--- src/rtl/pattern_source.sv ---
// Burst/gap AXI-Stream test-pattern source: fixed word, counter, Galois LFSR or
// walking-one, with a deferred link-reset that only lands on a word boundary.
module pattern_source #(
  parameter int unsigned           DATA_WIDTH = 32,
  parameter logic [DATA_WIDTH-1:0] LFSR_POLY  = 32'h80200003
) (
  input  logic                  clk,
  input  logic                  reset,
  input  logic                  enable,
  input  logic [1:0]            mode,
  input  logic [DATA_WIDTH-1:0] fixed_word,
  input  logic [DATA_WIDTH-1:0] seed,
  input  logic [15:0]           burst_len,
  input  logic [15:0]           gap_len,
  input  logic                  fc_linkReset,
  output logic [DATA_WIDTH-1:0] tdata_out,
  output logic                  tvalid_out,
  input  logic                  tready_out,
  output logic [31:0]           words_sent
);

  localparam logic [1:0] ST_IDLE  = 2'd0;
  localparam logic [1:0] ST_BURST = 2'd1;
  localparam logic [1:0] ST_GAP   = 2'd2;

  localparam logic [DATA_WIDTH-1:0] WORD_ZERO = {DATA_WIDTH{1'b0}};
  localparam logic [DATA_WIDTH-1:0] WORD_ONE  = {{(DATA_WIDTH-1){1'b0}}, 1'b1};

  function automatic logic [DATA_WIDTH-1:0] lfsr_init(input logic [DATA_WIDTH-1:0] s);
    lfsr_init = (s == WORD_ZERO) ? WORD_ONE : s;
  endfunction

  function automatic logic [DATA_WIDTH-1:0] lfsr_step(input logic [DATA_WIDTH-1:0] x);
    lfsr_step = (x >> 1) ^ (x[0] ? LFSR_POLY : WORD_ZERO);
  endfunction

  logic [1:0]            state_r;
  logic                  valid_r;
  logic [15:0]           burst_cnt_r;
  logic [15:0]           gap_cnt_r;
  logic [15:0]           burst_len_r;
  logic [15:0]           gap_len_r;
  logic [1:0]            mode_q_r;
  logic [DATA_WIDTH-1:0] cnt_r;
  logic [DATA_WIDTH-1:0] lfsr_r;
  logic [DATA_WIDTH-1:0] walk_r;
  logic                  pend_r;
  logic [31:0]           words_r;

  logic                  hs_s;
  logic                  pend_eff_s;
  logic                  apply_s;
  logic [1:0]            fsm_state_s;
  logic [15:0]           fsm_burst_s;
  logic [15:0]           fsm_gap_s;
  logic                  fsm_load_s;
  logic [1:0]            state_nx_s;
  logic                  load_s;

  assign hs_s       = tvalid_out & tready_out;
  // A pulse arriving on a boundary cycle applies at once so it can beat a burst end.
  assign pend_eff_s = pend_r | fc_linkReset;
  assign apply_s    = pend_eff_s & (~tvalid_out | hs_s);
  assign state_nx_s = apply_s ? (enable ? ST_BURST : ST_IDLE) : fsm_state_s;
  assign load_s     = apply_s ? enable : fsm_load_s;

  // Burst/gap sequencing before link-reset override.
  always_comb begin
    fsm_state_s = state_r;
    fsm_burst_s = burst_cnt_r;
    fsm_gap_s   = gap_cnt_r;
    fsm_load_s  = 1'b0;
    case (state_r)
      ST_IDLE: begin
        if (enable) begin
          fsm_state_s = ST_BURST;
          fsm_load_s  = 1'b1;
        end else begin
          fsm_state_s = ST_IDLE;
        end
      end
      ST_BURST: begin
        if (hs_s) begin
          if (!enable) begin
            fsm_state_s = ST_IDLE;
          end else if (burst_len_r == 16'd0) begin
            fsm_state_s = ST_BURST;
          end else if (burst_cnt_r == 16'd1) begin
            if (gap_len_r == 16'd0) begin
              fsm_state_s = ST_BURST;
              fsm_load_s  = 1'b1;
            end else begin
              fsm_state_s = ST_GAP;
              fsm_gap_s   = gap_len_r;
            end
          end else begin
            fsm_burst_s = burst_cnt_r - 16'd1;
          end
        end else begin
          fsm_state_s = ST_BURST;
        end
      end
      ST_GAP: begin
        if (!enable) begin
          fsm_state_s = ST_IDLE;
        end else if (gap_cnt_r == 16'd1) begin
          fsm_state_s = ST_BURST;
          fsm_load_s  = 1'b1;
        end else begin
          fsm_gap_s = gap_cnt_r - 16'd1;
        end
      end
      default: begin
        fsm_state_s = ST_IDLE;
      end
    endcase
  end

  // FSM, latched configuration and handshake counter.
  always_ff @(posedge clk) begin
    if (reset) begin
      state_r     <= ST_IDLE;
      valid_r     <= 1'b0;
      burst_cnt_r <= 16'd0;
      gap_cnt_r   <= 16'd0;
      burst_len_r <= 16'd0;
      gap_len_r   <= 16'd0;
      mode_q_r    <= 2'd0;
      pend_r      <= 1'b0;
      words_r     <= 32'd0;
    end else begin
      state_r   <= state_nx_s;
      valid_r   <= (state_nx_s == ST_BURST);
      gap_cnt_r <= fsm_gap_s;
      pend_r    <= apply_s ? 1'b0 : pend_eff_s;
      if (load_s) begin
        burst_cnt_r <= burst_len;
        burst_len_r <= burst_len;
        gap_len_r   <= gap_len;
        mode_q_r    <= mode;
      end else begin
        burst_cnt_r <= fsm_burst_s;
      end
      if (hs_s && (words_r != 32'hFFFF_FFFF)) begin
        words_r <= words_r + 32'd1;
      end else begin
        words_r <= words_r;
      end
    end
  end

  // Pattern generators: all advance on every handshake, link-reset reinitialises.
  always_ff @(posedge clk) begin
    if (reset) begin
      cnt_r  <= WORD_ZERO;
      lfsr_r <= lfsr_init(seed);
      walk_r <= WORD_ONE;
    end else if (apply_s) begin
      cnt_r  <= WORD_ZERO;
      lfsr_r <= lfsr_init(seed);
      walk_r <= WORD_ONE;
    end else if (hs_s) begin
      cnt_r  <= cnt_r + WORD_ONE;
      lfsr_r <= lfsr_step(lfsr_r);
      walk_r <= {walk_r[DATA_WIDTH-2:0], walk_r[DATA_WIDTH-1]};
    end else begin
      cnt_r  <= cnt_r;
      lfsr_r <= lfsr_r;
      walk_r <= walk_r;
    end
  end

  // Output word is a zero-latency select of the generator registers.
  always_comb begin
    tdata_out = cnt_r;
    case (mode_q_r)
      2'd0:    tdata_out = fixed_word;
      2'd1:    tdata_out = cnt_r;
      2'd2:    tdata_out = lfsr_r;
      2'd3:    tdata_out = walk_r;
      default: tdata_out = cnt_r;
    endcase
  end

  assign tvalid_out = valid_r;
  assign words_sent = words_r;

endmodule

--- config.mk ---
export PLATFORM = sky130hd
export DESIGN_NAME = pattern_source
export DESIGN_NICKNAME = d
export VERILOG_FILES = /design/src/rtl/pattern_source.sv
export SDC_FILE = /design/constraint.sdc
export NUM_CORES = 1
export LEC_CHECK = 0
export CAP_MARGIN = 25
export CORE_ASPECT_RATIO = 1.25
export CORE_UTILIZATION = 55
export CTS_CLUSTER_DIAMETER = 100
export DETAILED_ROUTE_END_ITERATION = 8
export HOLD_SLACK_MARGIN = 0.12
export PLACE_DENSITY = 0.82
export RECOVER_POWER = 100
export SLEW_MARGIN = 30
export SYNTH_ARGS = -nofsm -noshare
export SYNTH_HDL_FRONTEND = slang
export SYNTH_SLANG_ARGS = --single-unit
--- constraint.sdc ---
create_clock -name clk -period 5.51 [get_ports clk]
set_input_delay 0.8265 -clock clk [delete_from_list [all_inputs] [get_ports clk]]
set_output_delay 0.8265 -clock clk [all_outputs]
set_load 0.01 [all_outputs]
==> flow_summary.toml, run 1 <==
[status]
status = "finished, violations left"
violations = "capacitance limit, slew limit"

[power_and_ir_drop]
power.leakage_uw = 0.00419
power_density_nw_per_um2 = 273
p_clk_share_pct = 40.2
max-vdd-ir-drop_v = 0.000207
power_frac_comb_pct = 12.6
sequentialPowerShare_pct = 47.2
switchingPower_uw = 842
internal-power_uw = 2520
p_sw_share_pct = 25.1

[synthesis]
synth_fp_nets = 1248
yosysSeqAreaShare_pct = 43.2
synth_compound_area_share_pct = 15.0
syn_area_um2 = 9910
ys_seq_elements = 198
synth_fa_ha_area_share_pct = 0.757
synth_flop_cell = "dfxtp_1"
synth_simple_gate_area_share_pct = 25.3
synth.distinct_cells = 64
synth_xor_area_share_pct = 4.07
synthArstFlopShare_pct = 0
synth_edf_count = 32
ys.warnings.count = 0
muxShareOfSynthArea_pct = 7.83
syn_area_per_cell_um2 = 8.70
synthCells = 1139
synth_top_family_by_area = "simple AND/OR/NAND/NOR gates"

[cells_and_area]
nFillCells = 1358
register_area_um2 = 4290
drive_gt1_share_pct = 7.99
multi_input_area_um2 = 5270
syn_to_final_growth_pct = 24.3
layout.nets = 1373
diodes = 0

[cts]
ctsHoldBuffers = 0
cts_num_sinks = 198
cts_root_buf = "clkbuf_16"
clkTransAtPathRegs_ps = 70
post_cts_resized = 0
worstSkewPairLatency_ps = 440
cts_tree = "yes"
ctsLongestPathBuffers = 2
cts_setup_buffers = 0
cts_max_level = 4
cts_buffers = 17

[floorplan]
ios = 168
start_util_pct = 56.4
rows = 54
dieArea_um2 = 18600
die_h_um = 152
core_area_um2 = 17600
die_w_um = 122

[setup_path]
required_ps = 5660
critPathCaptureType = "register"
crit_arrival_ps = 4340
timing.critical_path.fanout_max = 51
critPathKind = "in2reg"
startpoint_type = "input port"

[detailed_routing]
drc = 0
via_per_inst = 6.20
wl_mm = 27.0
vias = 9311
first_pass_iters = 5
ant_nets = 0
drt-initial-drc-count = 985
wl_per_cell_um = 18.0

[global_routing]
grt_pass1_vias = 8735
overflow = 0
grt_pass1_wl_mm = 43.7
grt_usage_pct = 29.5
grt_max_degree = 54
antenna_found_initial = 0

[sta]
period_share_pct = 76.1
timing.final.ws_setup_ps = 1320
finClkSkew_ps = 9.38
worstMarginPinSlew_ps = 2310
setup_viol = 0
post-route-min-period_ps = 4190
rsz0062_at_grt = "no"
hold_viol_final = 0
clock.fmax_mhz = 239
fin_setup_tns_ps = 0
slew_headroom_pct = -54.2
drv_slew = 86

[placed_design]
gp_congestion = 0.885
portBuffers = 167
place_hpwl_mm = 18.2
pre_cts_ws_ps = 2010

[run]
maxCapViolations = 2

[worst_hold_path]
hp-class = "reg2reg"
[metal layers]
| metal | vias to the layer above | part of all wire [%] | global-route usage, % |
|---|---|---|---|
| met5 | - | 0 | 0 |
| met4 | 0 | 2.4 | 11.3 |
| met3 | 58 | 6.9 | 4.99 |
| met2 | 394 | 50 | 51.0 |
| met1 | 4419 | 40 | 36.3 |
| li1 | 4440 | - | - |
[cells by family (layout without fill, tap and decap cells)]
logic type,Yosys count,count (layout)
AOI/OAI and AO/OA,255,255
xor gates and xnor gates,46,46
adders and majority gates,6,6
buffers and inverters,91,229
DFF,198,198
muxes,37,37
and+or+nand+nor,506,506
[critical path: stages]
cell      delay (ps)
clkbuf_1        1600
inv_2            690
o21ai_4          220
clkbuf_2         750
o21ai_0          200
[placed cells by master, fill, tap and decap left out, types with 4 or more instances in the layout]
cell	count
nand2_1	193
dfxtp_1	165
a21oi_1	129
clkdlybuf4s50_1	101
nor2_1	70
dlygate4sd3_1	65
nand3_1	62
o21ai_0	57
nor4_1	37
mux4_2	32
edfxtp_1	32
nand4_1	29
nor3_1	25
xnor2_1	23
xor2_1	23
or3_1	21
clkbuf_16	17
inv_1	14
and3_1	13
o32ai_1	13
or4_1	11
a311oi_1	11
and4_1	10
buf_4	9
a211oi_1	8
and2_1	6
nor3b_1	6
o31ai_1	6
ha_1	6
a31oi_1	5
nor2b_1	4
mux2_2	4
clkinv_4	4
bufinv_16	4
inv_6	4
[state kept, by name (all words and copies together) (netlist names)]
| register | count |
|---|---|
| pend_r | 1 |
| mode_q_r | 2 |
| tvalid_out | 1 |
| gap_len_r | 16 |
| cnt_r | 32 |
| lfsr_r | 32 |
| walk_r | 32 |
| words_sent | 32 |
| burst_len_r | 16 |
| burst_cnt_r | 16 |
| state_r | 2 |
| gap_cnt_r | 16 |
[power by group through the flow]
stage	registers (µW)	logic, µW	clock network (µW)
4_1_cts	1590	436	1360
3_3_place_gp	1620	421	0
5_1_grt	1590	460	1420
2_1_floorplan	1600	240	0
6_report	1590	423	1350
3_5_place_dp	1620	431	0
[synth_stat cells, drive strengths merged, types with 13 or more instances]
cell type / instances / area [µm²]
nand4: 30 / 194
inv: 15 / 56.3
nand3: 63 / 320
nor3: 25 / 125
clkbuf: 65 / 264
nand2: 193 / 724
o32ai: 13 / 114
dfxtp: 166 / 3320
o21ai: 60 / 300
nor2: 72 / 278
or3: 23 / 146
xor2: 23 / 201
a21oi: 130 / 654
edfxtp: 32 / 961
nor4: 39 / 272
and3: 13 / 81.3
mux4: 32 / 721
xnor2: 23 / 201
[stage by stage]
step           std cells  util, %  total power [µW]  area [µm²]  hold slack, ps
5_1_grt             1501     70.1              3480       12300             481
3_3_place_gp        1468     66.4              2040       11700             453
4_1_cts             1501     70.3              3380       12300             468
6_report            1501     70.1              3360       12300             469
2_1_floorplan       1139        -              1840        9910             442
3_5_place_dp        1469     66.6              2050       11700             459
[layout make-up]
cell class / instances / area share (%)
inverter: 15 / 0.457
tap: 224 / 2.28
clock buffer: 17 / 3.45
sequential: 198 / 34.8
clock inverter: 15 / 1.78
timing repair buffer: 182 / 14.5
multi-input combinational: 850 / 42.8
[final timing paths]
check	start	end	slack, ps	cells past startpoint
worst max register to register	gap_cnt_r[7]	burst_cnt_r[9]	1910	6
worst min-delay path	walk_r[28]	walk_r[29]	470	2
worst max-delay path	reset	lfsr_r[1]	1320	5
worst min register to register	walk_r[28]	walk_r[29]	470	2
No activity file was read; power rests on OpenSTA's default activity.
==> run 2: changes to the inputs <==
Settings changed: CORE_UTILIZATION 55 to 54, PLACE_DENSITY 0.82 to 0.81.
Clock period 5.51 ns to 4.1 ns, I/O delays scaled along.
==> flow_summary.toml, run 2 (synthesis gave the netlist of run 1 again) <==
[setup_path]
crit_path_max_incr_delay_ps = 1630
critical_path_buf_inv_count = 2
crit_family = "compound AO/OA/AOI/OAI gates"
timing.critical_path.fanout_max = 29
critPathKind = "in2reg"
cp_common_cell = "nand2_1"
worst_path_max_delay_cell = "o21ai_1"
critPathCaptureType = "register"
crit_arrival_ps = 3630
required_ps = 4410
startpoint_type = "input port"
path_cells = "clkdlybuf4s50_1 > nor2b_1 > o21ai_1 > buf_4 > nand2_1 > nand2_1"

[cts]
cts_setup_buffers = 0
clkTransAtPathRegs_ps = 80
cts_max_level = 4
cts_tree = "yes"
post_cts_resized = 0
ctsHoldBuffers = 0
worstSkewPairLatency_ps = 440
cts_num_sinks = 198
ctsLongestPathBuffers = 2
cts_root_buf = "clkbuf_16"
cts_buffers = 17

[detailed_routing]
wl_mm = 26.3
wl_per_cell_um = 17.5
drc = 0
ant_nets = 0
vias = 9281
first_pass_iters = 5
via_per_inst = 6.15
drt-initial-drc-count = 933

[power_and_ir_drop]
power.leakage_uw = 0.00418
switchingPower_uw = 1160
power_frac_comb_pct = 12.9
sequentialPowerShare_pct = 48.8
p_clk_share_pct = 38.3
max-vdd-ir-drop_v = 0.000206
internal-power_uw = 3210
p_sw_share_pct = 26.5
power_density_nw_per_um2 = 356

[sta]
worstMarginPinSlew_ps = 2160
clock.fmax_mhz = 301
fin_setup_tns_ps = 0
finClkSkew_ps = 12.7
drv_slew = 63
post-route-min-period_ps = 3320
slew_headroom_pct = -44.7
rsz0062_at_grt = "no"
hold_slack_ps = 469
hold_viol_final = 0
period_share_pct = 81.1
setup_viol = 0

[cells_and_area]
final_cell_mix = "nand2_1, dfxtp_1, a21oi_1"
diodes = 0
final_common_cell = "nand2_1"
register_area_um2 = 4290
syn_to_final_growth_pct = 23.9
drive_gt1_share_pct = 8.12
stdcell_count = 1509
nFillCells = 1456
layout.nets = 1377
multi_input_area_um2 = 5250

[floorplan]
rows = 55
die_h_um = 153
dieArea_um2 = 18900
ios = 168
core_area_um2 = 18000
die_w_um = 123
start_util_pct = 55.0

[status]
violations = "capacitance limit, slew limit"
status = "finished, violations left"

[global_routing]
grt_pass1_wl_mm = 42.2
overflow = 0
grt_pass1_vias = 8607
grt_usage_pct = 28.1
antenna_found_initial = 0
grt_max_degree = 52

[run]
maxCapViolations = 2

[placed_design]
portBuffers = 167
place_hpwl_mm = 18.4
gp_congestion = 0.866
numPlacedInstances = 1477

[worst_hold_path]
hp-class = "reg2reg"
-- run 2: cell types whose count changed in the layout (fill, tap and decap cells not counted), moves of 2 or more --
cell	change
o21ai_0	-4
bufinv_16	-3
buf_4	+5
o21ai_1	+5
dlygate4sd3_1	-2
inv_8	+2
clkdlybuf4s50_1	+2
-- run 2: power by group through the flow --
stage / logic [µW] / clock network (µW) / registers (µW)
2_1_floorplan: 323 / 0 / 2150
3_3_place_gp: 570 / 0 / 2170
3_5_place_dp: 579 / 0 / 2180
4_1_cts: 583 / 1690 / 2130
5_1_grt: 615 / 1750 / 2140
6_report: 566 / 1670 / 2130
-- run 2: cell type report --
| cell class | instances | area share (%) |
|---|---|---|
| Timing Repair Buffer | 186 | 14.7 |
| Clock inverter | 15 | 1.37 |
| Tap cell | 228 | 2.32 |
| Inverter | 15 | 0.458 |
| Sequential cell | 198 | 34.9 |
| Clock buffer | 17 | 3.46 |
| Multi-Input combinational cell | 850 | 42.8 |
-- run 2: worst reg2reg max path, stage by stage, from the launching register on --
cell and delay, ps:
dfxtp_1 340, nor4_1 530, nand4_1 510, or4_1 610, clkbuf_2 560, a21oi_1 380
a211oi_1 70
-- run 2: metal layers --
layer,global-route usage (%),vias to the layer above,share of wire [%]
li1,-,4461,-
met1,34.9,4409,41
met2,49.2,360,51
met3,4.22,51,6.2
met4,8.89,0,1.9
met5,0,-,0
-- run 2: per-stage QoR --
| step | util, % | setup slack (ps) | cell area, µm² | total power [µW] |
|---|---|---|---|---|
| 3_5_place_dp | 65.0 | 953 | 11700 | 2760 |
| 4_1_cts | 68.3 | 967 | 12300 | 4400 |
| 6_report | 68.1 | 775 | 12300 | 4370 |
| 2_1_floorplan | - | 1530 | 9910 | 2480 |
| 5_1_grt | 68.1 | 498 | 12300 | 4510 |
| 3_3_place_gp | 65.0 | 990 | 11700 | 2740 |
-- run 2: worst paths after layout --
check | slack [ps] | endpoint | from | depth (start not counted)
worst max register to register | 960 | burst_cnt_r[3] | burst_cnt_r[10] | 6
worst min register to register | 470 | burst_len_r[11] | burst_len_r[11] | 2
worst max-delay path | 780 | lfsr_r[20] | tready_out | 6
worst min-delay path | 470 | burst_len_r[11] | burst_len_r[11] | 2
